`src/rtl/fetch_pkg.sv`:
```
// fetch_pkg: widths and FSM state encoding shared by the SDRAM fetch and
// write-back controllers.
package fetch_pkg;

  localparam int SDRAM_AW    = 19;
  localparam int RAM_AW      = 12;
  localparam int DATA_W      = 16;
  localparam int CNT_W       = RAM_AW + 1;
  localparam int TIMEOUT_CYC = 1024;

  localparam logic [2:0] S_IDLE     = 3'd0;
  localparam logic [2:0] S_RD_RAM   = 3'd1;
  localparam logic [2:0] S_LATCH    = 3'd2;
  localparam logic [2:0] S_WR_SDRAM = 3'd3;
  localparam logic [2:0] S_DONE     = 3'd4;

  typedef enum logic [2:0] {
    IDLE     = S_IDLE,
    RD_RAM   = S_RD_RAM,
    LATCH    = S_LATCH,
    WR_SDRAM = S_WR_SDRAM,
    DONE     = S_DONE
  } wbState_t;

endpackage

```
`src/rtl/wb_watchdog.sv`:
```
// wb_watchdog: down-counter that flags a write acknowledge which has not
// arrived within TIMEOUT_CYC cycles of the request being raised.
module wb_watchdog #(
  parameter int TIMEOUT_CYC = 1024
) (
  input  logic i_clk,
  input  logic i_reset,
  input  logic i_clear,
  input  logic i_enable,
  output logic o_expired
);

  localparam int CW = $clog2(TIMEOUT_CYC);
  localparam logic [CW-1:0] LOAD_VAL = CW'(TIMEOUT_CYC - 1);

  logic [CW-1:0] remaining;

  // Reload on a new request, count down while the request is pending.
  always_ff @(posedge i_clk or posedge i_reset) begin
    if (i_reset) begin
      remaining <= LOAD_VAL;
    end else if (i_clear) begin
      remaining <= LOAD_VAL;
    end else if (i_enable && (remaining != '0)) begin
      remaining <= remaining - CW'(1);
    end
  end

  // Terminal count reached on the TIMEOUT_CYC-th pending cycle.
  assign o_expired = i_enable && (remaining == '0);

endmodule

```
`src/rtl/writeback_control.sv`:
```
// writeback_control: copies i_numWords words from the on-chip result RAM to
// SDRAM starting at i_baseAddr, one handshaked write at a time.
// Build option WB_TIMEOUT_EN adds an acknowledge watchdog and the o_error port.
//
// state    | meaning
// IDLE     | waiting for an accepted i_start
// RD_RAM   | RAM read of word[index] issued
// LATCH    | RAM data and SDRAM address captured
// WR_SDRAM | write request held until acknowledged
// DONE     | all words written, o_finish follows
module writeback_control
  import fetch_pkg::*;
(
  input  logic                i_clk,
  input  logic                i_reset,
  input  logic                i_start,
  input  logic [SDRAM_AW-1:0] i_baseAddr,
  input  logic [RAM_AW:0]     i_numWords,
  output logic                o_rdRam,
  output logic [RAM_AW-1:0]   o_addrToRam,
  input  logic [DATA_W-1:0]   i_dataFromRam,
  output logic                o_wrSdram,
  output logic [SDRAM_AW-1:0] o_addrToSdram,
  output logic [DATA_W-1:0]   o_dataToSdram,
  input  logic                i_sdramReady,
  output logic                o_busy,
  output logic                o_finish
`ifdef WB_TIMEOUT_EN
  ,
  output logic                o_error
`endif
);

  wbState_t            state;
  wbState_t            nextState;
  logic [SDRAM_AW-1:0] baseAddr;
  logic [CNT_W-1:0]    wordCount;
  logic [CNT_W-1:0]    index;
  logic                startAccept;
  logic                ackTaken;
  logic                lastWord;

`ifdef WB_TIMEOUT_EN
  logic wdExpired;
  logic abortTimeout;

  wb_watchdog #(
    .TIMEOUT_CYC (TIMEOUT_CYC)
  ) uWatchdog (
    .i_clk     (i_clk),
    .i_reset   (i_reset),
    .i_clear   (state == LATCH),
    .i_enable  (state == WR_SDRAM),
    .o_expired (wdExpired)
  );
`endif

  assign o_addrToRam = index[RAM_AW-1:0];
  assign lastWord    = (index + CNT_W'(1)) == wordCount;

  // State register.
  always_ff @(posedge i_clk or posedge i_reset) begin
    if (i_reset) begin
      state <= IDLE;
    end else begin
      state <= nextState;
    end
  end

  // Next-state decode and handshake strobes. A start coinciding with the
  // o_finish pulse is dropped so back-to-back jobs need a fresh request.
  always_comb begin
    nextState   = state;
    o_rdRam     = 1'b0;
    o_wrSdram   = 1'b0;
    startAccept = 1'b0;
    ackTaken    = 1'b0;
`ifdef WB_TIMEOUT_EN
    abortTimeout = 1'b0;
`endif
    case (state)
      IDLE: begin
        if (i_start && !o_finish) begin
          startAccept = 1'b1;
          nextState   = (i_numWords == '0) ? DONE : RD_RAM;
        end
      end
      RD_RAM: begin
        o_rdRam   = 1'b1;
        nextState = LATCH;
      end
      LATCH: begin
        nextState = WR_SDRAM;
      end
      WR_SDRAM: begin
        o_wrSdram = 1'b1;
        if (i_sdramReady) begin
          ackTaken  = 1'b1;
          nextState = lastWord ? DONE : RD_RAM;
        end
`ifdef WB_TIMEOUT_EN
        else if (wdExpired) begin
          abortTimeout = 1'b1;
          nextState    = IDLE;
        end
`endif
      end
      DONE: begin
        nextState = IDLE;
      end
      default: begin
        nextState = IDLE;
      end
    endcase
  end

  // Job registers, write address/data capture and status pulses.
  always_ff @(posedge i_clk or posedge i_reset) begin
    if (i_reset) begin
      baseAddr      <= '0;
      wordCount     <= '0;
      index         <= '0;
      o_addrToSdram <= '0;
      o_dataToSdram <= '0;
      o_busy        <= 1'b0;
      o_finish      <= 1'b0;
`ifdef WB_TIMEOUT_EN
      o_error       <= 1'b0;
`endif
    end else begin
      o_finish <= (state == DONE);
`ifdef WB_TIMEOUT_EN
      o_error  <= abortTimeout;
`endif
      if (startAccept) begin
        baseAddr  <= i_baseAddr;
        wordCount <= i_numWords;
        index     <= '0;
        o_busy    <= 1'b1;
      end else if (state == DONE) begin
        o_busy <= 1'b0;
      end
`ifdef WB_TIMEOUT_EN
      else if (abortTimeout) begin
        o_busy <= 1'b0;
      end
`endif
      if (state == LATCH) begin
        o_dataToSdram <= i_dataFromRam;
        o_addrToSdram <= baseAddr + SDRAM_AW'(index);
      end
      if (ackTaken) begin
        index <= index + CNT_W'(1);
      end
    end
  end

endmodule

```
`config.mk`:
```
export PLATFORM = sky130hd
export DESIGN_NAME = writeback_control
export DESIGN_NICKNAME = d
export VERILOG_FILES = /design/src/rtl/fetch_pkg.sv /design/src/rtl/wb_watchdog.sv /design/src/rtl/writeback_control.sv
export SDC_FILE = /design/constraint.sdc
export NUM_CORES = 1
export LEC_CHECK = 0
export BUFFER_PORTS_ARGS = -buffer_cell sky130_fd_sc_hd__buf_4
export CORE_AREA = 2 2 109 111
export CTS_CLUSTER_SIZE = 8
export DETAILED_ROUTE_END_ITERATION = 8
export DIE_AREA = 0 0 111 113
export PLACE_DENSITY_LB_ADDON = 0.05
export SLEW_MARGIN = 20
export SYNTH_ARGS = -nofsm -noshare
export SYNTH_HDL_FRONTEND = slang
export SYNTH_SLANG_ARGS = --single-unit
export TNS_END_PERCENT = 100
```
`constraint.sdc`:
```
create_clock -name i_clk -period 5.6 [get_ports i_clk]
set_clock_uncertainty 0.05 [all_clocks]
set_input_delay 0.56 -clock i_clk [delete_from_list [all_inputs] [get_ports i_clk]]
set_output_delay 0.56 -clock i_clk [all_outputs]
set_load 0.02 [all_outputs]
```
==> results of run 1 <==
-- synthesized netlist by cell type (6+ instances only) --
master,instances,area (um2)
nand3_1,7,35.0
buf_4,14,105
xnor2_1,13,114
nand2_1,97,364
nor3_1,8,40.0
clkbuf_1,11,41.3
dfrtp_1,85,2130
o21ai_0,42,210
and2_1,6,37.5
mux2_2,32,360
ha_1,14,175
xor2_1,15,131
nand4_1,7,43.8
a21oi_1,18,90.1
nor2_1,20,75.1
-- kinds of logic (layout without fill, tap and decap cells) --
kind of cell	after synthesis	in the layout	share of synthesized area [%]
flops	85	85	47.3
buf+inv	33	124	4.04
xor+xnor	28	28	5.46
compound gates	91	91	12.0
fa+ha+maj	15	15	4.34
mux	34	34	8.46
simple gates	175	175	18.4
-- area by class of cell --
cell class                      count  area share, %
Tap cell                          143           3.20
Multi-Input combinational cell    343           39.4
Inverter                            4          0.291
Clock inverter                      4          0.403
Clock buffer                       12           4.59
Timing Repair Buffer              104           14.0
Sequential cell                    85           38.1
-- registers in the layout, indices dropped and copies added (netlist names) --
name,count
o_finish,1
wordCount,13
o_addrToSdram,19
o_busy,1
state,3
baseAddr,19
index,13
o_dataToSdram,16
-- stage by stage --
| stage | setup WS [ps] | hold WS (ps) |
|---|---|---|
| floorplan | 2800 | 435 |
| global placement | 2960 | 409 |
| detailed placement | 2890 | 414 |
| CTS | 2880 | 354 |
| global route | 2570 | 372 |
| finish | 2870 | 362 |
-- per-layer routing --
metal | GRT usage (%) | vias to the layer above | part of all wire, %
met5 | 0 | - | 0
met4 | 6.75 | 0 | 1.8
met3 | 2.89 | 17 | 4.1
met2 | 27.6 | 90 | 46
met1 | 21.8 | 1645 | 48
li1 | - | 1775 | -
-- worst max-delay path, cell delays in order (launching register included) --
cell and delay, ps:
dfrtp_1 480, ha_1 290, fa_1 430, a211oi_1 230, nor2_1 130, o2111ai_1 260, a21boi_0 210, o21ai_0 260
xor2_1 160, o21ai_0 80
-- power groups by stage --
stage / logic [W] / clock network (W) / registers, W
finish: 0.00123 / 0.000561 / 0.00107
global route: 0.00136 / 0.000606 / 0.00111
floorplan: 0.000740 / 0 / 0.00117
detailed placement: 0.00123 / 0 / 0.00109
global placement: 0.00123 / 0 / 0.00108
CTS: 0.00124 / 0.000578 / 0.00108
-- worst min-delay path by stage --
| stage | startpoint | depth (start not counted) | endpoint | slack, ps |
|---|---|---|---|---|
| final | i_dataFromRam[6] | 3 | o_dataToSdram[6] | 360 |
| after global routing | i_dataFromRam[8] | 3 | o_dataToSdram[8] | 370 |
| after CTS | i_dataFromRam[2] | 3 | o_dataToSdram[2] | 350 |
| after detailed placement | o_addrToSdram[0] | 2 | o_addrToSdram[0] | 410 |
| after global placement | o_dataToSdram[7] | 2 | o_dataToSdram[7] | 410 |
| after floorplan | baseAddr[0] | 1 | baseAddr[0] | 430 |
==> results by group, run 1 <==
Critical path
  – Crit path from: index[0]
  – Worst reg2reg path endpoint: o_addrToSdram[16]
  – R2R setup slack: 2870 ps
  – Req. time, crit path: 5730 ps
  – FF-to-FF path depth: 9
  – Startpoint Class: register
  – Reg2reg start: index[0]
  – CP Capture Type: register
  – Crit-path max FO: 9
  – Worst Setup EP: o_addrToSdram[16]
  – CP Class: reg -> reg
  – Arrival time at the worst endpoint: approximately 2900 ps

Floorplanning
  – Initial core utilization: approximately two fifths
  – # IOs: 103
  – Die X: ~110 um
  – Core ar.: 11300 um2
  – Die Area: 12500 um2
  – DIE HEIGHT: between 100 and 150 um
  – Row count: 39

Clock tree
  – CTS max path bufs: 2
  – Setup bufs post-CTS: 0
  – # hold bufs at CTS: 0
  – Post-CTS Resized: 0
  – CTS clk-pin slew, worst paths: 60 ps
  – CTS buffer count: 9
  – Clock root buffer: clkbuf_16
  – TritonCTS clock tree: done
  – Clock sink total: between 80 and 90
  – H-tree lvl count: 3
  – Clock Latency Late Sink: approximately 330 ps

Global route
  – Global-route usage over all layers: between 10% and 20%
  – Largest net degree at the start of global routing: 86
  – Initial antenna violation count: 0
  – Total grt overflow: 0
  – Vias in the first global route: roughly 3500
  – First-pass GRT wire length: 16.9 mm

Layout
  – Leading cell types in the layout, fill and taps excluded: buf_4 (103), nand2_1 (97), dfrtp_1 (85)
  – Layout overhead on the synthesized area: 24.3%
  – Commonest non-fill, non-tap cell in the layout: buf_4
  – Total Nets Final: 614
  – Fin util: around half
  – Fillers: about 1100
  – Final instance area: roughly 5600 um2
  – Multi-input gate area: about 2200 um2
  – Filler-free cell count of the finished design: between 600 and 700
  – Share of layout cells above drive strength 1: between 20% and 30%
  – N_diodes: 0
  – FF/Latch Area: approximately 2100 um2

Pwr
  – Int Power: around 0.0018 W
  – VDD IR max: around 0.00025 V
  – Seq pwr share: approximately 38%
  – Tot Pwr: between 0.002 and 0.003 W
  – Leakage dissipation: about 2.6 nW
  – Clk pwr share: around 20%
  – Sw frac: ~39%
  – Net Sw Power: ~0.0011 W
  – Cell area power density: approximately 510 nW/um2
  – Logic gate share of total power: a little over two fifths

Route
  – DR WL/cell: about 15 um
  – Drt via density: roughly 5.1
  – Vias: 3527
  – DRT Wirelength: a little over 10 mm
  – Post-route antenna net violation count: 0
  – Drt first pass iters: 4
  – Residual DRC: 0
  – Initial drt markers: between 100 and 150

Timing
  – Tmin final: 2730 ps
  – Worst-Margin Slew: ~920 ps
  – Relative slew margins: 38.5%
  – Final setup fails: 0
  – Final period utilization: around half
  – Setup_tns: 0 ps
  – RSZ-0062 raised after global routing: false
  – Max Freq: 0.366 GHz
  – Final Hold Fails: 0
  – Slew Viols, Final: 0

Logic synthesis
  – Unique masters post-synth: 53
  – Synthesized area: 4490 um2
  – Sequential fraction of the synthesis area: 47.3%
  – Ys Warns: 0
  – Synth Register Bits: 85
  – Top_reg_cell synth: dfrtp_1
  – Mapped Cells: about 460
  – Syn avg cell area: 9.75 um2
  – Post-synth ARST share: 100%
  – EDFF count, synth: 0
  – Synth Net Count: about 530

Placed design
  – Post-DP HPWL: around 7.5 mm
  – RD Place Congestion: 0.856
  – Post-DP Area: approximately 5300 um2
  – # port buffers: 102
  – Placed Cells: 679

Worst hold path
  – Hold Path Class: in -> reg

Status
  – Status: finished clean

Flow run
  – Max-cap violation count: 0
(Power assumes the default switching activity.)
==> run 2, diff against run 1 <==
==> constraint.sdc (replaced) <==
create_clock -name i_clk -period 2.61 [get_ports i_clk]
set_clock_uncertainty 0.05 [all_clocks]
set_input_delay 0.261 -clock i_clk [delete_from_list [all_inputs] [get_ports i_clk]]
set_output_delay 0.261 -clock i_clk [all_outputs]
set_load 0.02 [all_outputs]
==> results by group, run 2 (synthesis results as in run 1) <==
Timing
  – Relative slew margins: 44.4% (+5.9 points)
  – Max Freq: 0.413 GHz (+13%)
  – Final setup fails: 0 (unchanged)
  – Post-route worst setup slack: 187 ps (-2680 ps)
  – Final Hold Fails: 0 (unchanged)
  – Final period utilization: 92.8% (+44 points)
  – Worst-Margin Slew: 833 ps (-85.1 ps)
  – Tmin final: 2420 ps (-311 ps)
  – Slew Viols, Final: 0 (unchanged)

Clock tree
  – TritonCTS clock tree: done
  – Clock root buffer: clkbuf_16
  – CTS clk-pin slew, worst paths: 60 ps (about the same)
  – Setup bufs post-CTS: 0 (unchanged)
  – CTS max path bufs: 2 (unchanged)
  – CTS buffer count: 9 (unchanged)
  – Clock sink total: 85 (unchanged)
  – # hold bufs at CTS: 0 (unchanged)
  – Clock Latency Late Sink: 340 ps (about the same)
  – Post-CTS Resized: 0 (unchanged)
  – H-tree lvl count: 3 (unchanged)

Critical path
  – Worst reg2reg path endpoint: o_addrToSdram[15]
  – Startpoint Class: register
  – Reg2reg start: index[1]
  – Critical path cell sequence: ha_1 -> a211oi_1 -> o21ai_0 -> a31o_2 -> a21oi_1 -> o21a_2 -> mux2i_1 -> nand3_1
  – WP buf/inv: 0 (unchanged)
  – Max stage delay on crit path: 440 ps (-40 ps)
  – CP max-delay cell: dfrtp_1
  – Crit-path max FO: 4 (-5)
  – R2R setup slack: 190 ps (-2680 ps)
  – Top cell family by delay on the critical path: compound AO/OA/AOI/OAI gates
  – Req. time, crit path: 2780 ps (-2950 ps)
  – Arrival time at the worst endpoint: 2600 ps (-270 ps)
  – FF-to-FF path depth: 8 (-1)
  – CP Class: reg -> reg
  – CP Capture Type: register

Floorplanning
  – Die X: 111 um (unchanged)
  – Initial core utilization: 39.9% (unchanged)
  – # IOs: 103 (unchanged)
  – Core ar.: 11300 um2 (unchanged)
  – Die Area: 12500 um2 (unchanged)
  – Row count: 39 (unchanged)
  – DIE HEIGHT: 113 um (unchanged)

Route
  – Drt first pass iters: 4 (unchanged)
  – Initial drt markers: 152 (+38%)
  – DRT Wirelength: 10.3 mm (+1.4%)
  – Drt via density: 5.01 (-1.2%)
  – Residual DRC: 0 (unchanged)
  – Post-route antenna net violation count: 0 (unchanged)
  – Vias: 3564 (+1.0%)
  – DR WL/cell: 14.5 um (-0.93%)

Global route
  – Total grt overflow: 0 (unchanged)
  – Vias in the first global route: 3587 (+3.0%)
  – Initial antenna violation count: 0 (unchanged)
  – Global-route usage over all layers: 17.3% (+0.69 points)
  – Largest net degree at the start of global routing: 50 (-42%)
  – First-pass GRT wire length: 17.3 mm (+2.5%)

Layout
  – N_diodes: 0 (unchanged)
  – Fin util: 50.8% (+1.3 points)
  – Share of layout cells above drive strength 1: 32.0% (+2.3 points)
  – Largest registers: baseAddr x19, o_addrToSdram x19, o_dataToSdram x16
  – Leading cell types in the layout, fill and taps excluded: buf_4 (119), nand2_1 (97), dfrtp_1 (85)
  – Fillers: 1088 (+1.0%)
  – Layout overhead on the synthesized area: 27.5%
  – Total Nets Final: 630 (+2.6%)
  – Commonest non-fill, non-tap cell in the layout: buf_4

Pwr
  – VDD IR max: 0.000562 V (+130%)
  – Leakage dissipation: 2.72 nW (+3.2%)
  – Cell area power density: 1090 nW/um2 (+110%)

Placed design
  – Post-DP HPWL: 7.91 mm (+6.2%)
  – Placement Setup Slack: 69.0 ps (-2830 ps)
  – RD Place Congestion: 0.862 (+0.65%)
  – # port buffers: 102 (unchanged)

Flow run
  – Max-cap violation count: 0 (unchanged)

Worst hold path
  – Hold Path Class: in -> async

Status
  – Status: finished clean
[run 2: cell types whose count changed in the layout (fill, tap and decap cells not counted), sizes merged]
cell / change
clkinvlp: -1
clkinv: -2
buf: +16
clkbuf: +3
[run 2: report_power, final]
group	switching [W]	leakage (nW)	internal [W]
combinational	0.00149	1.52	0.00129
sequential	0.000395	1.06	0.00186
clock	0.000491	0.134	0.000697
total	0.00238	2.72	0.00385
[run 2: metrics by stage]
stage | cell area [um2] | power, W | TNS [ps] | hold slack [ps] | std cells
after global placement | 5440 | 0.00502 | 0 | 403 | 695
after floorplan | 4490 | 0.00409 | 0 | 316 | 461
after global routing | 5730 | 0.00669 | -5.10 | 59.4 | 711
after CTS | 5710 | 0.00630 | 0 | 41.0 | 711
final | 5730 | 0.00623 | 0 | 15.5 | 711
after detailed placement | 5440 | 0.00507 | 0 | 411 | 695
[run 2: cell type report]
cell class                      count  area (um2)  area share, %
Clock buffer                       15         268           4.67
Clock inverter                      1        5.00         0.0874
Multi-Input combinational cell    343        2220           38.8
Sequential cell                    85        2130           37.1
Tap cell                          143         179           3.12
Inverter                            4        16.3          0.284
Timing Repair Buffer              120         913           15.9
[run 2: worst max-delay path by stage]
stage,startpoint,to,slack [ps],cells past startpoint
floorplan,i_reset,baseAddr[0],110,1
global placement,index[0],o_addrToSdram[18],140,9
detailed placement,index[0],o_addrToSdram[14],70,9
CTS,index[0],o_addrToSdram[14],50,9
global route,index[0],o_addrToSdram[10],-5,9
finish,index[1],o_addrToSdram[15],190,8
[run 2: per-layer routing]
layer | vias to the layer above | share of wire, % | global-route usage, % | wire length (um)
met4 | 0 | 1.8 | 7.50 | 190
li1 | 1807 | - | - | -
met1 | 1669 | 46 | 21.7 | 4740
met5 | - | 0 | 0 | 0
met2 | 77 | 48 | 29.0 | 4980
met3 | 11 | 4.2 | 3.91 | 439
==> run 3, diff against run 2 <==
--- a/config.mk
+++ b/config.mk
@@ -6,11 +6,11 @@
 export NUM_CORES = 1
 export LEC_CHECK = 0
 export BUFFER_PORTS_ARGS = -buffer_cell sky130_fd_sc_hd__buf_4
-export CORE_AREA = 2 2 109 111
+export CORE_AREA = 2 2 100 102
 export CTS_CLUSTER_SIZE = 8
 export DETAILED_ROUTE_END_ITERATION = 8
-export DIE_AREA = 0 0 111 113
-export PLACE_DENSITY_LB_ADDON = 0.05
+export DIE_AREA = 0 0 102 104
+export PLACE_DENSITY = 0.71
 export SLEW_MARGIN = 20
 export SYNTH_ARGS = -nofsm -noshare
 export SYNTH_HDL_FRONTEND = slang
==> results by group, run 3 (synthesis results as in run 1) <==
Status
  – Status: finished clean

Pwr
  – Cell area power density: 1050 nW/um2 (-3.4%)
  – VDD IR max: 0.000418 V (-26%)
  – Leakage dissipation: 2.66 nW (-2.1%)

Layout
  – Share of layout cells above drive strength 1: 32.1% (+0.063 points)
  – N_diodes: 0 (unchanged)
  – Commonest non-fill, non-tap cell in the layout: buf_4
  – Leading cell types in the layout, fill and taps excluded: buf_4 (121), nand2_1 (97), dfrtp_1 (84)
  – Largest registers: baseAddr x19, o_addrToSdram x19, o_dataToSdram x16
  – Filler-free cell count of the finished design: 703 (-1.1%)
  – Fillers: 856 (-21%)
  – Total Nets Final: 632 (+0.32%)
  – Layout overhead on the synthesized area: 24.6%

Global route
  – Largest net degree at the start of global routing: 41 (-18%)
  – First-pass GRT wire length: 17.0 mm (-1.8%)
  – Total grt overflow: 0 (unchanged)
  – Global-route usage over all layers: 20.0% (+2.7 points)
  – Initial antenna violation count: 0 (unchanged)
  – Vias in the first global route: 3632 (+1.3%)

Floorplanning
  – Die Area: 10600 um2 (-15%)
  – Die X: 102 um (-8.1%)
  – Row count: 36 (-7.7%)
  – # IOs: 103 (unchanged)
  – DIE HEIGHT: 104 um (-8.0%)
  – Core ar.: 9550 um2 (-15%)
  – Initial core utilization: 47.1% (+7.2 points)

Critical path
  – Req. time, crit path: 2800 ps (+20 ps)
  – Crit-path max FO: 8 (+4)
  – Startpoint Class: register
  – CP max-delay cell: dfrtp_2
  – CP Capture Type: register
  – CP Class: reg -> reg
  – Critical path cell sequence: ha_1 -> a211oi_2 -> o21ai_0 -> a31o_2 -> a21oi_1 -> o21a_2 -> mux2i_1 -> nand3_1
  – Arrival time at the worst endpoint: 2590 ps (about the same)
  – Max stage delay on crit path: 480 ps (+40 ps)
  – WP buf/inv: 0 (unchanged)
  – Top cell family by delay on the critical path: compound AO/OA/AOI/OAI gates

Timing
  – Final period utilization: 92.0% (-0.83 points)
  – Max Freq: 0.416 GHz (+0.91%)
  – Setup_tns: 0 ps (unchanged)
  – Relative slew margins: 54.7% (+10 points)
  – Slew Viols, Final: 0 (unchanged)
  – Final setup fails: 0 (unchanged)
  – Final Hold Fails: 0 (unchanged)
  – Tmin final: 2400 ps (-21.8 ps)
  – Worst-Margin Slew: 679 ps (-154 ps)
  – Hold_ws: 41.2 ps (+25.7 ps)
  – RSZ-0062 raised after global routing: false

Route
  – Vias: 3633 (+1.9%)
  – M1 WL: 4.54 mm (-4.2%)
  – Met2 wire len: 4.96 mm (-0.34%)
  – Drt first pass iters: 5 (+1)
  – DRT Wirelength: 10.2 mm (-1.2%)
  – Drt via density: 5.17 (+3.1%)
  – DR top layer: met4
  – Residual DRC: 0 (unchanged)
  – Initial drt markers: 104 (-32%)
  – DR WL/cell: 14.5 um (about the same)
  – Post-route antenna net violation count: 0 (unchanged)
  – Met3 wire length: 540 um (+23%)

Clock tree
  – CTS clk-pin slew, worst paths: 80 ps (+20 ps)
  – CTS max path bufs: 2 (unchanged)
  – Clock Latency Late Sink: 360 ps (+20 ps)
  – Clock sink total: 85 (unchanged)
  – Setup bufs post-CTS: 0 (unchanged)
  – TritonCTS clock tree: done
  – H-tree lvl count: 3 (unchanged)
  – CTS buffer count: 9 (unchanged)
  – Clock root buffer: clkbuf_8

Placed design
  – RD Place Congestion: 0.872 (+1.2%)
  – Placed Cells: 686 (-1.3%)
  – # port buffers: 102 (unchanged)
  – Post-DP HPWL: 7.88 mm (-0.39%)

Worst hold path
  – Hold Path Class: in -> reg

Flow run
  – Max-cap violation count: 0 (unchanged)
[run 3: worst paths after layout]
kind | from | endpoint | slack, ps | cells past startpoint
max | index[1] | o_addrToSdram[15] | 210 | 8
min | i_dataFromRam[11] | o_dataToSdram[11] | 40 | 3
max in group asynchronous | i_reset | o_dataToSdram[14] | 1240 | 4
min in group asynchronous | i_reset | o_dataToSdram[15] | 500 | 3
min reg2reg | o_dataToSdram[7] | o_dataToSdram[7] | 430 | 2
max reg2reg | index[1] | o_addrToSdram[15] | 210 | 8
[run 3: layout make-up]
type | count | area (um2) | share of cell area, %
sequential | 85 | 2130 | 38.0
inverter | 4 | 16.3 | 0.290
multi-input combinational | 343 | 2210 | 39.5
timing repair buffer | 122 | 918 | 16.4
clock buffer | 12 | 135 | 2.41
clock inverter | 4 | 25.0 | 0.447
tap | 133 | 166 | 2.97
[run 3: stage by stage]
| stage | worst slack, ps | area, um2 | util [%] | power, W |
|---|---|---|---|---|
| floorplan | 106 | 4490 | - | 0.00409 |
| global placement | 160 | 5420 | 56.7 | 0.00500 |
| detailed placement | 78.6 | 5420 | 56.7 | 0.00509 |
| CTS | 56.5 | 5590 | 58.5 | 0.00591 |
| global route | 27.8 | 5600 | 58.7 | 0.00636 |
| finish | 209 | 5600 | 58.7 | 0.00588 |
[run 3: what timing repair did]
action                     CTS  global route
hold endpoints to repair    38             0
setup endpoints to repair    0             9
resized for setup            0             7
hold buffers                 1             0
[run 3: per-layer routing]
layer  vias to the layer above  global-route usage [%]
met2                        92                    33.6
met4                         0                    5.43
met5                         -                       0
met1                      1713                    25.9
li1                       1810                       -
met3                        18                    4.44
[run 3: worst reg2reg max path: stages (launching register included)]
cell,delay [ps]
dfrtp_2,480
ha_1,360
a211oi_2,230
o21ai_0,130
a31o_2,290
a21oi_1,220
o21a_2,230
mux2i_1,210
nand3_1,90
[run 3: power by group]
group          total [W]  internal [W]  switching [W]
combinational    0.00280       0.00130        0.00151
clock           0.000808      0.000344       0.000464
sequential       0.00227       0.00186       0.000411
total            0.00588       0.00350        0.00238
